==> src/rtl/mem_port_arbiter.sv <==
// Purpose : arbitrates a fetch port and a data port onto one single-outstanding memory port.
// Latency : request seen in IDLE -> gnt + o_m_req next cycle; port rvalid one cycle after i_m_rvalid.
// Backpressure: o_m_req and its payload hold until i_m_ready; requests are only sampled in IDLE.
//
// Ports:
//   i_clk, i_rst                       clock, synchronous active-high reset
//   i_if_req/i_if_addr                 fetch read request (held until o_if_gnt)
//   o_if_gnt/o_if_rvalid               fetch accept pulse / fetch response pulse
//   i_d_req/i_d_we/i_d_addr/
//   i_d_wdata/i_d_be                   data request and payload (held until o_d_gnt)
//   o_d_gnt/o_d_rvalid                 data accept pulse / data completion pulse
//   o_rdata                            registered response data shared by both ports
//   o_m_req/o_m_we/o_m_addr/
//   o_m_wdata/o_m_be, i_m_ready        memory request channel
//   i_m_rvalid/i_m_rdata               memory completion
//
// Build option: define ARB_STARVE_GUARD_EN to let fetch win after STARVE_LIMIT
// consecutive lost arbitrations; otherwise data has strict priority.
module mem_port_arbiter #(
   parameter int unsigned STARVE_LIMIT = 4,
   parameter int unsigned ADDR_W       = 32
) (
   input  logic              i_clk,
   input  logic              i_rst,
   input  logic              i_if_req,
   input  logic [ADDR_W-1:0] i_if_addr,
   output logic              o_if_gnt,
   output logic              o_if_rvalid,
   input  logic              i_d_req,
   input  logic              i_d_we,
   input  logic [ADDR_W-1:0] i_d_addr,
   input  logic [31:0]       i_d_wdata,
   input  logic [3:0]        i_d_be,
   output logic              o_d_gnt,
   output logic              o_d_rvalid,
   output logic [31:0]       o_rdata,
   output logic              o_m_req,
   output logic              o_m_we,
   output logic [ADDR_W-1:0] o_m_addr,
   output logic [31:0]       o_m_wdata,
   output logic [3:0]        o_m_be,
   input  logic              i_m_ready,
   input  logic              i_m_rvalid,
   input  logic [31:0]       i_m_rdata
);

   localparam logic [1:0] ST_IDLE  = 2'd0;
   localparam logic [1:0] ST_ISSUE = 2'd1;
   localparam logic [1:0] ST_WAIT  = 2'd2;

   if ((STARVE_LIMIT < 1) || (STARVE_LIMIT > 15)) begin : g_bad_limit
      $error("mem_port_arbiter: STARVE_LIMIT must be within 1..15");
   end

   logic [1:0] state;
   logic       owner_if;   // 1: outstanding transaction belongs to the fetch port
   logic       grant_if;   // fetch wins the arbitration taking place this cycle

`ifdef ARB_STARVE_GUARD_EN
   localparam logic [3:0] LIMIT = 4'(STARVE_LIMIT);

   logic [3:0] starve_cnt;

   // Once fetch has lost LIMIT times in a row it takes the next arbitration.
   assign grant_if = i_if_req & (~i_d_req | (starve_cnt == LIMIT));

   always_ff @(posedge i_clk) begin
      if (i_rst) begin
         starve_cnt <= '0;
      end else if (state == ST_IDLE) begin
         if (grant_if) begin
            starve_cnt <= '0;
         end else if (i_if_req && i_d_req && (starve_cnt < LIMIT)) begin
            starve_cnt <= starve_cnt + 4'd1;
         end
      end
   end
`else
   assign grant_if = i_if_req & ~i_d_req;
`endif

   always_ff @(posedge i_clk) begin
      if (i_rst) begin
         state       <= ST_IDLE;
         owner_if    <= 1'b0;
         o_if_gnt    <= 1'b0;
         o_d_gnt     <= 1'b0;
         o_if_rvalid <= 1'b0;
         o_d_rvalid  <= 1'b0;
         o_rdata     <= '0;
         o_m_we      <= 1'b0;
         o_m_addr    <= '0;
         o_m_wdata   <= '0;
         o_m_be      <= '0;
      end else begin
         // Grant and response strobes are single-cycle pulses by default.
         o_if_gnt    <= 1'b0;
         o_d_gnt     <= 1'b0;
         o_if_rvalid <= 1'b0;
         o_d_rvalid  <= 1'b0;
         case (state)
            ST_IDLE: begin
               if (i_if_req || i_d_req) begin
                  state    <= ST_ISSUE;
                  owner_if <= grant_if;
                  if (grant_if) begin
                     o_if_gnt  <= 1'b1;
                     o_m_we    <= 1'b0;
                     o_m_addr  <= i_if_addr;
                     o_m_wdata <= '0;
                     o_m_be    <= 4'hF;
                  end else begin
                     o_d_gnt   <= 1'b1;
                     o_m_we    <= i_d_we;
                     o_m_addr  <= i_d_addr;
                     o_m_wdata <= i_d_wdata;
                     o_m_be    <= i_d_be;
                  end
               end
            end
            ST_ISSUE: begin
               if (i_m_ready) begin
                  state <= ST_WAIT;
               end
            end
            ST_WAIT: begin
               if (i_m_rvalid) begin
                  state   <= ST_IDLE;
                  o_rdata <= i_m_rdata;
                  if (owner_if) begin
                     o_if_rvalid <= 1'b1;
                  end else begin
                     o_d_rvalid <= 1'b1;
                  end
               end
            end
            default: begin
               state <= ST_IDLE;
            end
         endcase
      end
   end

   assign o_m_req = (state == ST_ISSUE);

endmodule

==> config.mk <==
export PLATFORM = sky130hd
export DESIGN_NAME = mem_port_arbiter
export DESIGN_NICKNAME = d
export VERILOG_FILES = /design/src/rtl/mem_port_arbiter.sv
export SDC_FILE = /design/constraint.sdc
export NUM_CORES = 1
export LEC_CHECK = 0
export CORE_MARGIN = 10
export CORE_UTILIZATION = 30
export CTS_CLUSTER_DIAMETER = 50
export CTS_CLUSTER_SIZE = 16
export DETAILED_ROUTE_END_ITERATION = 8
export PLACE_DENSITY = 0.76
export SYNTH_ARGS = -nofsm -noshare
export SYNTH_HDL_FRONTEND = slang
export SYNTH_SLANG_ARGS = --single-unit
==> constraint.sdc <==
create_clock -name i_clk -period 1.8 [get_ports i_clk]
set_clock_uncertainty 0.15 [all_clocks]
set_input_delay 0.54 -clock i_clk [delete_from_list [all_inputs] [get_ports i_clk]]
set_output_delay 0.54 -clock i_clk [all_outputs]
set_load 0.05 [all_outputs]
# Yosys cells after proc, flatten, opt, wreduce, memory -nomap -nowiden
# Cells that the tools add are included.
# totals
out_inout_bits	106
reg_bits	108
inputBits	139
elab_cells	41
# op_classes
reduce_logical	7
bitwise_logic	6
n_eq_ne	5
mux	12
# ops
cell	count
32-bit 2-to-1 mux	2
2-bit 2-to-1 mux	3
2-bit case mux with 3 select lines	1
3-bit OR reduction	2
1-bit 2-to-1 mux	5
1-bit NOT	5
4-bit 2-to-1 mux	1
2-bit inequality test, second input constant	2
2-bit AND reduction	2
3-bit AND reduction	1
2-bit by 1-bit == test with 1-bit output, second input constant	1
2-bit == test, second input constant	1
2-bit zero test	1
2-bit by 1-bit inequality test with 1-bit output, second input constant	1
1-bit bitwise AND	1
1-bit logical OR	1

# Longest topological paths before layout
# Gate-level depths: netlist of the first run.
# logic_depth
word_depth	3
depth_mapped	6

# Worst setup path after synthesis of the first run
# OpenSTA, ideal clock, no wires.
# synth_path
kind	flip-flop to output port
startpoint	register state[0]
endpoint	output port o_m_req
stages_incl_launch_ff	2
path_slack_ns	-0.070
required_ns	1.110
arrival_ns	1.180
n_path_buf	0
cell_sequence	dfxtp_1 nor2b_1
# synth_via
elab_chain_cells	1
# synth_lines
item	line	rtl
start, declared	55	logic [1:0] state;
start signal, assigned	84	state <= ST_IDLE;
start signal, assigned	104	state <= ST_ISSUE;
start signal, assigned	123	state <= ST_WAIT;
2-bit by 1-bit == test with 1-bit output	144	assign o_m_req = (state == ST_ISSUE);
end, declared	37	output logic o_m_req,
# No other way between the ends.

# Worst setup path after layout of the first run
# layout_path
startpoint	register state[1]
endpoint	output port o_m_req
# Same word-level chain as after synthesis.

==> flow_summary.ini, run 1 <==
[synthesis]
synth_warnings = 0
netlist_area_um2 = 4011
yosysSeqAreaShare_pct = 53.90
synth-main-ff-cell = dfxtp_1
synth_area_leaders = dfxtp_1, nand2_1, a21oi_1
synth_area_per_cell_um2 = 8.797
syn_inst = 456
synth_top_area_share_pct = 53.90
yosysMostFrequentCell = nand2_1
synth_top_area_cell = dfxtp_1
synth.distinct_cells = 25
yosys_register_bits = 108
synth_nets = 595
synth_edf_count = 0
synth-async-reset-ratio_pct = 0
synthTopCellsByCount = nand2_1, dfxtp_1, a21oi_1, a311oi_1, a22o_1

[placed_design]
placed_cells = 854
port-buffer-count = 244
gp_congestion = 0.7689
dpl-instance-area_um2 = 7765
dp_hpwl_um = 12450
place_ws_ps = -866.9

[die]
die_y_um = 135.6
io_pins = 245
dieArea_um2 = 18400
start_util_pct = 30.41
rows = 42
core_um2 = 13190
die_w_um = 135.6

[worst_setup_path]
critPathBufInv = 1
cp_data_required_time_ps = 1110
cpMaxStageDelayCell = dfxtp_2
worstPathCellList = nor2b_4, buf_12
worstSetupPathType = reg2out
critical_path.max_stage_delay_ps = 370
critPathMaxFanout = 7
critPathTopFamily = flip-flops
cp.arrival_ps = 1020
cp-start-kind = flip-flop
end_kind = output pin

[timing]
clock.fmax_mhz = 583.3
timing.final.crit_share_pct = 95.24
relSlewSlack_pct = 63.93
period_minus_slack_ps = 1714
fin_ws_ps = 85.59
rsz0062_at_grt = no
final_hold_viol_count = 0
worstMarginPinSlew_ps = 539.0
setup_violations = 0
slew_viol_final = 0
fin_setup_tns_ps = 0

[detailed_routing]
dr_total_vias = 4375
drtIter0Drc = 227
wl_per_cell_um = 19.62
ant_nets = 0
first_pass_iters = 4
drc_errors = 0
totalWireLength_um = 17380
vias_per_cell = 4.938

[finish]
layout-drive-gt1-share_pct = 24.40
fin_nets = 843
syn_to_final_growth_pct = 110.2
nFillCells = 1012
final_area_um2 = 8432
fin_cells = 886

[cts]
cts_tree = built
holdBufCountCts = 0
clk_pin_slew_ps = 70
clock_path_buffers = 2
clk_latency_ps = 350
cts_buffers = 9
cts_sinks = 108
ctsHtreeMaxLevel = 3
root_buffer = clkbuf_16

[power]
p_sw_mw = 2.173
pwr-share-clk_pct = 32.0
seqPwrFrac_pct = 37.4
p_int_mw = 5.139
power_density_nw_per_um2 = 867.2
combPwrFrac_pct = 30.6
ir_worst_vdd_mv = 0.5833
p_sw_share_pct = 29.72
power_mw = 7.312
leakagePower_nw = 3.256

[global_route]
first_global_vias = 4751
grt_usage_pct = 18.18
grt_pass1_wl_um = 26280
antenna_found_initial = 2
overflow = 0
grt_max_degree = 66

[hold_path]
hold_class = reg2reg

[job]
drv_cap = 0

[run_status]
status = completed
==> worst paths after layout <==
path | slack, ps | from | cells past startpoint | endpoint
worst max-delay path | 90 | state[1] | 2 | o_m_req
worst min-delay path | 340 | o_rdata[29] | 2 | o_rdata[29]
worst max register to register | 170 | state[1] | 3 | o_m_addr[16]
worst min register to register | 340 | o_rdata[29] | 2 | o_rdata[29]
==> cell usage in the layout, fill, tap and decap left out, types with 2 or more instances in the layout <==
cell type	count
nor2b_4	2
o21ai_0	7
clkbuf_16	10
buf_12	114
a21oi_1	75
nand2_1	129
dfxtp_2	2
nor2_1	7
bufinv_16	3
clkbuf_8	2
buf_16	4
a21oi_4	2
nor2_4	3
a311oi_1	29
a311oi_2	3
buf_6	6
nor3_1	6
clkdlybuf4s50_1	135
dlygate4sd2_1	2
a22o_1	27
dfxtp_1	106
buf_4	14
nand3_1	7
==> cell families after synthesis <==
kind of cell | share of synthesized area [%]
AOI/OAI and AO/OA | 23.83
DFF | 53.90
buffers and inverters | 5.302
and+or+nand+nor | 16.97
==> cell type report <==
cell class / count / area (um^2) / share of cell area [%]
multi-input cells: 308 / 1722 / 20.42
clock inverters: 5 / 106.4 / 1.261
repair buffers: 277 / 3964 / 47.01
well taps: 176 / 220.2 / 2.612
clock buffers: 11 / 252.7 / 2.997
flip-flops and latches: 108 / 2165 / 25.67
diodes: 1 / 2.502 / 0.02968
==> routing by layer <==
| metal | track usage [%] | share of wire, % |
|---|---|---|
| met1 | 19.34 | 37 |
| met2 | 31.43 | 51 |
| met3 | 6.825 | 8.8 |
| met4 | 7.895 | 2.8 |
| met5 | 0 | 0.086 |
==> state kept, by name, summed over array words and instances (netlist names) <==
name,count
o_m_addr,32
o_m_wdata,32
o_rdata,32
o_m_be,4
state,2
o_d_gnt,1
o_d_rvalid,1
o_if_gnt,1
o_if_rvalid,1
o_m_we,1
owner_if,1
==> tightest hold or removal path: stages (launching register included) <==
cell     delay, ps
dfxtp_1        330
nand2_1         60
a21oi_1         50
==> power by group through the flow <==
stage,combinational (mW),sequential [mW],clock (mW)
floorplan,0.421,3.25,0
CTS,2.23,2.74,2.40
global route,2.34,2.76,2.48
global placement,2.07,2.78,0
finish,2.23,2.74,2.34
detailed placement,2.11,2.79,0
==> through the flow <==
stage               util (%)  hold WS, ps
floorplan                  -        259.5
finish                 63.93        341.5
global placement       58.87        316.1
global route           63.93        359.2
CTS                    63.75        336.2
detailed placement     58.87        324.4
==> repair_timing <==
item / in CTS / in global routing
endpoints found under the setup margin: 65 / 5
resized for setup: 26 / 1
gates cloned: 6 / 1
buffers inserted: 10 / 0
hold endpoints to repair: 0 / 0
pin swaps: 6 / 0
Power figures use the tool's default switching activity.
==> run 2: changes to the inputs <==
Settings changed: PLACE_DENSITY 0.76 to 0.79, TNS_END_PERCENT set to 30.
Clock period 1.8 ns to 1.45 ns, I/O delays scaled along.
==> run 2 against run 1 <==
  * The run now ends with negative setup slack left
  * Largest power group unchanged
  * Flip-flop and latch count stayed put
  * First-iteration DRC count rose by 16%
  * Critical path type unchanged
  * Sequential power up 26%
  * Register-to-register slack worse by 360 ps
  * Clock-buffer cell count is 1 lower
  * Combinational power grew 35%
==> flow_summary.ini, run 2 (synthesized netlist as in run 1, its figures left out) <==
[run_status]
status = complete, but fails checks
violations = negative setup slack

[placed_design]
dp_hpwl_um = 12910
dpl-instance-area_um2 = 7933
gp_congestion = 0.7624
place_ws_ps = -783.8
port-buffer-count = 244

[die]
die_y_um = 135.6
die_w_um = 135.6
dieArea_um2 = 18400
io_pins = 245
rows = 42
core_um2 = 13190
start_util_pct = 30.41

[cts]
clk_pin_slew_ps = 80
clk_latency_ps = 350
holdBufCountCts = 0
cts_sinks = 108
ctsHtreeMaxLevel = 3
clock_path_buffers = 2
cts_buffers = 9
root_buffer = clkbuf_16
cts_tree = built

[finish]
largestRegisters = o_m_addr x32, o_m_wdata x32, o_rdata x32
nFillCells = 911
layout-drive-gt1-share_pct = 45.26
fin_nets = 852
layout_common_cells = clkdlybuf4s50_1, nand2_1, buf_12
final_area_um2 = 8838
syn_to_final_growth_pct = 120.3
final_common_cell = clkdlybuf4s50_1

[global_route]
grt_usage_pct = 18.58
grt_max_degree = 48
grt_pass1_wl_um = 26620
antenna_found_initial = 3
first_global_vias = 4641
overflow = 0

[worst_setup_path]
cp.arrival_ps = 1090
end_kind = output pin
worstSetupPathType = reg2out
cp-start-kind = flip-flop
cp_data_required_time_ps = 870
critPathMaxFanout = 2

[timing]
clock.fmax_mhz = 596.3
worstMarginPinSlew_ps = 288.0
period_minus_slack_ps = 1677
timing.final.crit_share_pct = 115.7
setup_violations = 65
fin_ws_ps = -227.1
relSlewSlack_pct = 80.75
rsz0062_at_grt = yes
final_hold_viol_count = 0
slew_viol_final = 0

[detailed_routing]
first_pass_iters = 4
drtIter0Drc = 263
totalWireLength_um = 17840
ant_nets = 0
vias_per_cell = 4.961
wl_per_cell_um = 19.91
drc_errors = 0
dr_total_vias = 4445

[job]
drv_cap = 0

[power]
leakagePower_nw = 3.364
power_density_nw_per_um2 = 1006
ir_worst_vdd_mv = 0.6926

[hold_path]
hold_class = reg2reg
-- run 2: critical path, stage by stage, from the launching register on --
cell	delay, ps
dfxtp_4	350
buf_6	110
nor2b_4	130
buf_12	150
-- run 2: final cells by class --
type / count / area [um^2] / area share, %
Sequential cell: 108 / 2338 / 26.46
Multi-Input combinational cell: 307 / 1819 / 20.58
Tap cell: 176 / 220.2 / 2.492
Clock buffer: 10 / 239.0 / 2.704
Clock inverter: 6 / 53.80 / 0.6087
Timing Repair Buffer: 287 / 4163 / 47.10
Antenna cell: 2 / 5.005 / 0.05663
-- run 2: worst paths after layout --
path,slack [ps],depth (start not counted),startpoint,end
worst max-delay path,-230,3,state[1],o_m_req
worst min-delay path,330,2,o_rdata[15],o_rdata[15]
worst max register to register,-190,6,state[1],o_m_wdata[18]
worst min register to register,330,2,o_rdata[15],o_rdata[15]
-- run 2: metal layers --
layer  wire length (um)  track usage [%]  vias up
met5                 13                0        -
met4                517            8.373        2
met3               1425            6.380       31
met2               9425            32.69      168
met1               6454            19.54     2131
li1                   -                -     2113
-- run 2: what timing repair did --
action / 4_1_cts / 5_1_grt
buffers inserted: 11 / 3
setup endpoints to repair: 177 / 202
gates cloned: 8 / 0
pin swaps: 13 / 8
gates resized for setup: 133 / 41
-- run 2: per-stage QoR --
step | std cells | TNS (ps) | hold WS (ps) | total power, mW | utilization (%)
final | 896 | -6305 | 325.8 | 8.889 | 67.01
after global routing | 896 | -10680 | 343.1 | 9.248 | 67.01
after CTS | 892 | -6627 | 327.3 | 8.936 | 66.08
after detailed placement | 858 | -58410 | 316.9 | 6.190 | 60.14
after global placement | 858 | -52880 | 323.5 | 6.121 | 60.14
after floorplan | 456 | -3591 | 259.5 | 4.622 | -
-- run 2: power by group --
part / internal, mW / switching, mW
sequential: 3.21 / 0.232
combinational: 1.59 / 1.41
clock: 1.25 / 1.20
total: 6.04 / 2.84
==> run 3: changes to the inputs <==
Settings changed: SLEW_MARGIN set to 10.
==> results of run 3 <==
Final layout, timing and power as in run 2 (identical DEF).
==> patch, RTL diff (config.mk and constraints of run 2) <==
Build with the macro `ARB_STARVE_GUARD_EN` defined.
--- a/src/rtl/mem_port_arbiter.sv
+++ b/src/rtl/mem_port_arbiter.sv
@@ -18,2 +18,4 @@
 // consecutive lost arbitrations; otherwise data has strict priority.
+`define ARB_STARVE_GUARD_EN
+
 module mem_port_arbiter #(
Check against the original RTL: no difference found for any inputs over 4 cycles, from zero or initial values and one cycle with i_rst high; that may be too few to reach the edited logic, so the function may still have changed.
==> patch against run 2 <==
  * The flow still finishes with violations (setup timing)
  * Utilization is 3.3 points higher
  * Sequential cell count is 4 higher
  * Largest power group unchanged
  * Global-route usage is 0.21 points lower
  * Critical path type is now reg -> reg
  * Largest cell class unchanged
  * Routed wire length is 11% higher
  * Area after synthesis is 5.1% higher
  * Setup slack worse by 130 ps
  * Total power is 6.3% higher
  * Hold slack worse by 73 ps
  * Design area is 10% higher
==> patch: results <==
group,metric,value,unit
power_and_ir_drop,p_leak,3.62,nW
min_path,min_from,"i_rst",
setup_path,cpPeakStageDelay,480,ps
grt,grt_pass1_vias,5018,
outcome,violations,"setup timing",
min_path,min_to,"o_rdata[29]$_SDFFE_PP0P_",
place,place_inst,943,
timing,holdWs,253,ps
power_and_ir_drop,vdd_drop_max,0.554,mV
finish,nNetsFinal,934,
setup_path,cpMaxStageDelayCell,"or4b_4",
routing,routed-wl-met3,1.13,mm
timing,finalWorstSetupSlack,-353,ps
routing,met1_length,7.36,mm
routing,met2WireLength,10.8,mm
power_and_ir_drop,intPower,6.33,mW
routing,drt-pass1-iter-count,5,
grt,gr-usage-met2,0.339,
timing,finalSetupViolations,87,
place,dp.final_hpwl,12.9,mm
routing,vias_per_cell,5.08,
grt,antenna_found_initial,0,
logic_synthesis,synthDistinctLibCells,24,
routing,drt-initial-drc-count,228,
outcome,outcome,"finished, violations left",
setup_path,crit_fanout,3,
min_path,hp-class,"in -> reg",
logic_synthesis,syn_nets,674,
grt,grt_max_degree,39,
grt,met3_usage,0.0459,
setup_path,cp_top_family,"simple AND/OR/NAND/NOR gates",
power_and_ir_drop,seq_power_share,0.378,
grt,gr-usage-all-layers,0.184,
place,dp_slack,-738,ps
place,dpl_cell_area,0.00827,mm^2
grt,use_met1,0.191,
place,place_congestion,0.813,
routing,top_layer,"met4",
setup_path,timing.rr.end,"starve_cnt[1]$_SDFFE_PP0P_",
-- patch: cell families (layout without fill, tap and decap cells) --
| kind of cell | after synthesis | in the layout | synth area share |
|---|---|---|---|
| flip-flops | 112 | 112 | 0.532 |
| AND/OR/NAND/NOR | 229 | 229 | 0.227 |
| buffers and inverters | 48 | 313 | 0.0451 |
| AO/OA/AOI/OAI | 142 | 142 | 0.190 |
| adder cells (fa/ha/maj) | 2 | 2 | 0.00593 |
-- patch: what timing repair did --
action                     in CTS  in global routing
gates cloned                    7                  4
pin swaps                      21                 37
gates resized for setup       175                 97
setup endpoints to repair     182                176
hold endpoints to repair        0                  0
buffers inserted               12                  2
-- patch: area by class of cell --
cell class,instances,area [um^2],share of cell area
inverter,3,11.3,0.00116
sequential,112,2390,0.246
tap,180,225,0.0232
clock inverter,5,31.3,0.00322
multi-input combinational,373,2550,0.263
timing repair buffer,294,4260,0.438
clock buffer,11,253,0.0260
